## src/rtl/ram_param_if.sv

```systemverilog
// Bus bundle for ram_param: access/command inputs, registered read data,
// sweep status and the FSM state for observation.
interface ram_param_if #(
    parameter int WIDTH  = 16,
    parameter int ADDR_W = 3
);
    logic [ADDR_W-1:0] adr;
    logic [WIDTH-1:0]  data;
    logic              load;
    logic              rd_en;
    logic              clear;
    logic [WIDTH-1:0]  out;
    logic              out_valid;
    logic              busy;
    logic              fsm_state;  // 1 = CLEAR sweep, 0 = IDLE

    // Handshake: load/rd_en/clear are single-cycle requests sampled on the
    // rising edge and only honoured while busy is low; out_valid pulses for
    // one cycle with out carrying the data of the read accepted on the previous edge.
    modport master (
        output adr, data, load, rd_en, clear,
        input  out, out_valid, busy, fsm_state
    );

    modport slave (
        input  adr, data, load, rd_en, clear,
        output out, out_valid, busy, fsm_state
    );
endinterface

```

## src/rtl/ram_param.sv

```systemverilog
// Parametrised single-port RAM with registered reads and a clear sequencer
// that sweeps every word to CLEAR_VAL after reset and on command.
module ram_param #(
    parameter int                WIDTH     = 16,
    parameter int                ADDR_W    = 3,
    parameter logic [WIDTH-1:0]  CLEAR_VAL = '0
) (
    input  logic        clk,
    input  logic        rst_n,
    ram_param_if.slave  bus
);
    localparam int DEPTH = 2 ** ADDR_W;

    typedef enum logic {
        ST_IDLE  = 1'b0,
        ST_CLEAR = 1'b1
    } state_t;

    state_t            state, state_nxt;
    logic [ADDR_W-1:0] ptr, ptr_nxt;
    logic [WIDTH-1:0]  mem [DEPTH];
    logic              mem_we;
    logic [ADDR_W-1:0] mem_wa;
    logic [WIDTH-1:0]  mem_wd;
    logic              rd_go;
    logic [WIDTH-1:0]  out_q;
    logic              out_valid_q;

    always_ff @(posedge clk or negedge rst_n) begin
        if (!rst_n) begin
            state <= ST_CLEAR;
            ptr   <= '0;
        end else begin
            state <= state_nxt;
            ptr   <= ptr_nxt;
        end
    end

    // The sweep owns the write port while busy; all bus requests are dropped.
    always_comb begin
        state_nxt = state;
        ptr_nxt   = ptr;
        mem_we    = 1'b0;
        mem_wa    = bus.adr;
        mem_wd    = bus.data;
        rd_go     = 1'b0;
        case (state)
            ST_CLEAR: begin
                mem_we = 1'b1;
                mem_wa = ptr;
                mem_wd = CLEAR_VAL;
                if (&ptr) begin
                    ptr_nxt   = '0;
                    state_nxt = ST_IDLE;
                end else begin
                    ptr_nxt = ptr + 1'b1;
                end
            end
            ST_IDLE: begin
                if (bus.clear) begin
                    state_nxt = ST_CLEAR;
                    ptr_nxt   = '0;
                end else begin
                    mem_we = bus.load;
                    rd_go  = bus.rd_en;
                end
            end
            default: begin
                state_nxt = ST_CLEAR;
                ptr_nxt   = '0;
            end
        endcase
    end

    always_ff @(posedge clk) begin
        if (mem_we) begin
            mem[mem_wa] <= mem_wd;
        end
    end

    // Write-first: a read paired with a write returns the incoming data.
    always_ff @(posedge clk or negedge rst_n) begin
        if (!rst_n) begin
            out_q       <= '0;
            out_valid_q <= 1'b0;
        end else begin
            out_valid_q <= rd_go;
            if (rd_go) begin
                out_q <= mem_we ? mem_wd : mem[bus.adr];
            end
        end
    end

    assign bus.out       = out_q;
    assign bus.out_valid = out_valid_q;
    assign bus.busy      = (state == ST_CLEAR);
    assign bus.fsm_state = state;
endmodule

```

## src/flat_wrapper.sv

```systemverilog
// flat-port wrapper written by rule: the top's interface ports become plain ports
module ram_param_flat 
#(
    parameter int                WIDTH     = 16,
    parameter int                ADDR_W    = 3,
    parameter logic [WIDTH-1:0]  CLEAR_VAL = '0
)
  (clk, rst_n, bus_adr, bus_data, bus_load, bus_rd_en, bus_clear, bus_out, bus_out_valid, bus_busy, bus_fsm_state);
  ram_param_if #(.WIDTH(WIDTH), .ADDR_W(ADDR_W)) bus_i ();
  input  logic clk;
  input  logic rst_n;
  input wire logic [$bits(bus_i.adr)-1:0] bus_adr;
  input wire logic [$bits(bus_i.data)-1:0] bus_data;
  input wire logic [$bits(bus_i.load)-1:0] bus_load;
  input wire logic [$bits(bus_i.rd_en)-1:0] bus_rd_en;
  input wire logic [$bits(bus_i.clear)-1:0] bus_clear;
  output wire logic [$bits(bus_i.out)-1:0] bus_out;
  output wire logic [$bits(bus_i.out_valid)-1:0] bus_out_valid;
  output wire logic [$bits(bus_i.busy)-1:0] bus_busy;
  output wire logic [$bits(bus_i.fsm_state)-1:0] bus_fsm_state;
  assign bus_i.adr = bus_adr;
  assign bus_i.data = bus_data;
  assign bus_i.load = bus_load;
  assign bus_i.rd_en = bus_rd_en;
  assign bus_i.clear = bus_clear;
  assign bus_out = bus_i.out;
  assign bus_out_valid = bus_i.out_valid;
  assign bus_busy = bus_i.busy;
  assign bus_fsm_state = bus_i.fsm_state;
  ram_param #(.WIDTH(WIDTH), .ADDR_W(ADDR_W), .CLEAR_VAL(CLEAR_VAL)) u_core (.clk(clk), .rst_n(rst_n), .bus(bus_i));
endmodule
```

## config.mk

```make
export PLATFORM = sky130hd
export DESIGN_NAME = ram_param_flat
export DESIGN_NICKNAME = d
export VERILOG_FILES = /design/src/rtl/ram_param_if.sv /design/src/rtl/ram_param.sv /design/src/flat_wrapper.sv
export SDC_FILE = /design/constraint.sdc
export NUM_CORES = 1
export LEC_CHECK = 0
export BUFFER_PORTS_ARGS = -buffer_cell sky130_fd_sc_hd__buf_2
export CAP_MARGIN = 20
export CORE_MARGIN = 8
export CORE_UTILIZATION = 60
export CTS_CLUSTER_DIAMETER = 150
export DETAILED_ROUTE_END_ITERATION = 8
export PLACE_DENSITY = 0.75
export SLEW_MARGIN = 10
export SYNTH_ARGS = -nofsm -noshare
export SYNTH_HDL_FRONTEND = slang
export SYNTH_SLANG_ARGS = --single-unit
```

## constraint.sdc

```tcl
create_clock -name clk -period 3.3 [get_ports clk]
set_input_delay 0.165 -clock clk [delete_from_list [all_inputs] [get_ports clk]]
set_output_delay 0.165 -clock clk [all_outputs]
set_load 0.01 [all_outputs]
```

After elaboration in Yosys (flattened, before gate mapping)
Memories as Yosys holds them, arrays and structs flattened. A register that Yosys moved wholly into a read port is not among the register bits.
Cells that the tools add are included.
{"block": "op_classes", "mux": 14, "bitwise": 1, "eq_ne": 1, "n_reduce_logical": 2, "n_addsub": 1}
{"operator": "$mux W16", "count": 1}
{"operator": "$mux W3", "count": 3}
{"operator": "$mux W1", "count": 7}
{"operator": "$pmux W3 S2", "count": 1}
{"operator": "$pmux W1 S2", "count": 2}
{"operator": "$add A3 B1 Y3 const B", "count": 1}
{"operator": "$reduce_and A3 Y1", "count": 1}
{"operator": "$ne A2 B2 Y1 const B", "count": 1}
{"operator": "$logic_not A1 Y1", "count": 1}
{"operator": "$not A1 Y1", "count": 1}
{"block": "totals", "in_bits": 24, "out_inout_bits": 19, "word_cells": 23, "ramBits": 128, "register_bits": 5, "mem_count": 1}
{"name": "u_core.mem", "words": 8, "word_bits": 16, "rd": 1, "rd_clocked_by_memory_dff": 1, "write_ports": 1, "line": "ram_param.sv:21", "rtl": "logic [WIDTH-1:0] mem [DEPTH];"}

Longest topological paths before layout
{"block": "depth", "ltp_word": 4, "mapped_depth": 7, "mapped_depth_nobuf": 5}

Worst setup path before layout
Ideal clock, no wire load.
{"block": "synth_timing", "path_type": "register to register", "from": "reg u_core.state (netlist: u_core.bus.busy)", "to": "mem u_core.mem[0][0], enable pin", "t_arrival_ns": 1.990, "required_time_ns": 2.912, "stages_incl_launch_ff": 5, "n_path_buf": 2, "period_less_slack_ns": 2.379, "setup_time_ns": 0.388, "slack_ns": 0.921, "path_cell_list": "dfstp_2 clkbuf_1 clkbuf_1 a22oi_1 nor2_1"}
{"block": "synth_between", "elab_chain_len": 4, "elab_cells_between_ends": 5, "classes_between": "mux (4); bitwise (1)"}
{"item": "start, declared", "line": "ram_param.sv:19", "rtl": "state_t state, state_nxt;"}
{"item": "start signal, assigned", "line": "ram_param.sv:34", "rtl": "state <= state_nxt;"}
{"item": "$not A1 Y1"}
{"item": "$pmux W1 S2", "line": "ram_param.sv:47", "rtl": "case (state)"}
{"item": "$mux W1", "line": "ram_param.sv:76", "rtl": "if (mem_we) begin"}
{"item": "$mux W1 (not written as such)", "line": "ram_param.sv:77", "rtl": "mem[mem_wa] <= mem_wd;"}
{"item": "end, declared", "line": "ram_param.sv:21"}
Several ways; a longest one is shown, not always the timed one.

Worst setup path in the final report
{"block": "layout_timing", "from": "reg u_core.state (netlist: u_core.bus.busy)", "to": "mem u_core.mem[5][0], enable pin"}
The elaborated chain is that of the path after synthesis.

==> results_dict.tcl <==
set metrics [dict create \
    antenna_found_initial 0 \
    port_buffers 42 \
    hp-class "input port to flip-flop" \
    synth_top_area_share 0.624 \
    drive_above_1_share 0.298 \
    synth.largest_area_cell "edfxtp_1" \
    vias_per_cell 6.04 \
    grt_pass1_wl_um 21600 \
    htree_levels 4 \
    netlist_instances 372 \
    antenna_cells 0 \
    n_fill_cell 648 \
    syn_avg_cell_area_um2 16.6 \
    leakage_nw 2.68 \
    end_kind "flip-flop" \
    fin_tns_setup_ns 0 \
    vias 3577 \
    setup.worst_path.class "flip-flop to flip-flop" \
    grt_pass1_vias 3793 \
    regArea_mm2 0.00437 \
    finalCoreUtilization 0.714 \
    detail_route.wl_per_cell_um 23.6 \
    synth_cell_type_count 29 \
    ir_drop_v 0.000495 \
    yosysMostFrequentCell "edfxtp_1" \
    max_freq_ghz 0.402 \
    drt_iter0_drc 262 \
    routed_wl_um 14000 \
    nets 469 \
    die_area_mm2 0.0138 \
    tightest_slew_ns 1.05 \
    rows 37 \
    syn-cell-area_mm2 0.00616 \
    slew-limit-headroom 0.298 \
    ios 43 \
    crit_slowest_cell "nor2_1" \
    cts-root-buf "clkbuf_8" \
    final_hold_viol_count 0 \
    fin_crit_sh 0.754 \
    fin_skew_ns 0.00847 \
    slowest_delay_ns 0.85 \
    drcViolationCount 0 \
    power_density_mw_per_mm2 903 \
    maxCapViolations 0 \
    design_power_total_mw 6.53 \
    cts_buffers 17 \
    worstPathMaxFanout 21 \
    grtUsageTotal 0.209 \
    async_reset_ff_frac 0.141 \
    start_util 0.607 \
    die_w_um 117 \
    insertion_delay_ns 0.52 \
    gp_congestion 0.814 \
    finalCriticalPeriod_ns 2.49 \
    cts_tree "yes" \
    start_kind "flip-flop" \
    cp_cell_sequence "a21oi_1, nor2_1, buf_4" \
    synth_area_leaders "edfxtp_1, dfrtp_1, mux2_2" \
    cts_setup_buffers 0 \
    syn_nets 398 \
    yosysSeqAreaShare 0.710 \
    arrival_ns 2.72 \
    rsz0062_at_grt "false" \
    multi_input_area_mm2 0.00164 \
    ys.flop_type "edfxtp_1" \
    area_delta_synth_final_pct 17.5 \
    grt_max_degree 34 \
    ant_nets 0 \
    finalSetupViolations 0 \
    clock_path_buffers 2 \
    cts.sinks 149 \
    overflow 0 \
    clkTransAtPathRegs_ns 0.06 \
    synthTopCellsByCount "edfxtp_1, nor2b_1, mux2_2, mux2i_1, nor2_1" \
    fp.dieH_um 117 \
    firstDrtPassIters 5 \
    cp_data_required_time_ns 3.53 \
    r2r_setup_slack_ns 0.81 \
    dp_hpwl_um 8380 \
    outcome "completed" \
    ys_seq_elements 149 \
    ys_warn_count 0 \
    drv_slew 0 \
    fp.coreArea_mm2 0.0101 \
    synth-edff-count 128 \
]
## worst paths after layout
| kind | start | endpoint | cells after the start |
|---|---|---|---|
| setup / recovery | u_core.bus.busy$_DFF_PN1_ | u_core.mem[5][0]$_DFFE_PP_ | 3 |
| hold / removal | bus_data[13] | u_core.bus.out[13]$_DFFE_PN0P_ | 3 |
| setup reg to reg | u_core.bus.busy$_DFF_PN1_ | u_core.mem[5][0]$_DFFE_PP_ | 3 |
| hold reg to reg | u_core.bus.out[15]$_DFFE_PN0P_ | u_core.bus.out[15]$_DFFE_PN0P_ | 2 |
| max in group asynchronous | rst_n | u_core.bus.out[10]$_DFFE_PN0P_ | 2 |
| min in group asynchronous | rst_n | u_core.bus.out[5]$_DFFE_PN0P_ | 2 |
## registers in the layout, summed over array words and instances (netlist names)
| register | cells |
|---|---|
| u_core.bus.busy | 1 |
| u_core.bus.out | 16 |
| u_core.ptr | 3 |
| u_core.bus.out_valid | 1 |
| u_core.mem | 128 |
## report_power, final
| group | switching, mW | internal [mW] | total [mW] |
|---|---|---|---|
| sequential | 0.254 | 2.91 | 3.17 |
| combinational | 0.997 | 0.569 | 1.57 |
| clock | 0.727 | 1.07 | 1.80 |
| total | 1.98 | 4.55 | 6.53 |
## kinds of logic (layout without fill, tap and decap cells)
| kind of cell | Yosys count | count (layout) | share of synthesized area |
|---|---|---|---|
| AND/OR/NAND/NOR | 74 | 74 | 0.0624 |
| adder cells (fa/ha/maj) | 2 | 2 | 0.00406 |
| AO/OA/AOI/OAI | 58 | 58 | 0.0886 |
| flip-flops | 149 | 149 | 0.710 |
| multiplexers | 64 | 64 | 0.111 |
| buffers and inverters | 25 | 109 | 0.0248 |
## cell type report
| class | instances | share of cell area |
|---|---|---|
| Clock buffer | 19 | 0.0583 |
| Clock inverter | 13 | 0.0185 |
| Inverter | 3 | 0.00156 |
| Multi-Input combinational cell | 198 | 0.227 |
| Sequential cell | 149 | 0.604 |
| Tap cell | 136 | 0.0235 |
| Timing Repair Buffer | 74 | 0.0675 |
## per-layer routing
metal / vias up / track usage / wire, um
li1: 1607 / - / -
met1: 1772 / 0.251 / 5620
met2: 167 / 0.339 / 6960
met3: 31 / 0.0556 / 1050
met4: 0 / 0.108 / 375
met5: - / 0 / 0
## layout by cell type (no fill, tap or decap), drive strengths merged
| cell | n |
|---|---|
| dlygate4sd3 | 15 |
| a22o | 2 |
| inv | 4 |
| bufinv | 2 |
| o31ai | 1 |
| and2 | 1 |
| edfxtp | 128 |
| dfstp | 1 |
| nand2b | 2 |
| a221oi | 16 |
| mux2i | 32 |
| nand2 | 3 |
| nor4b | 1 |
| a32oi | 2 |
| a21oi | 4 |
| a221o | 16 |
| clkinvlp | 3 |
| nor2b | 35 |
| ha | 2 |
| a22oi | 1 |
| clkbuf | 19 |
| nor4bb | 1 |
| mux2 | 32 |
| clkinv | 7 |
| buf | 59 |
| nor2 | 31 |
| o22ai | 16 |
| dfrtp | 20 |
## critical path: cells and delay by family (launching register included)
family	cells	cell delay (ns)
AO/OA/AOI/OAI	1	0.22
AND/OR/NAND/NOR	1	0.85
flip-flops	1	0.79
buffers and inverters	1	0.33
## what timing repair did
item / in CTS / in global routing
resized for setup: 0 / 0
hold endpoints to repair: 35 / 0
hold buffers: 15 / 0
## stage by stage
stage | setup slack [ns] | hold slack [ns] | instances | instance area, um^2
floorplan | 0.921 | -0.131 | 372 | 6160
global placement | 0.979 | 0.196 | 544 | 6520
detailed placement | 0.846 | 0.214 | 544 | 6520
CTS | 0.829 | 0.0206 | 591 | 7230
global route | 0.716 | 0.0342 | 592 | 7230
finish | 0.813 | 0.0308 | 592 | 7230
(Power assumes the default switching activity.)
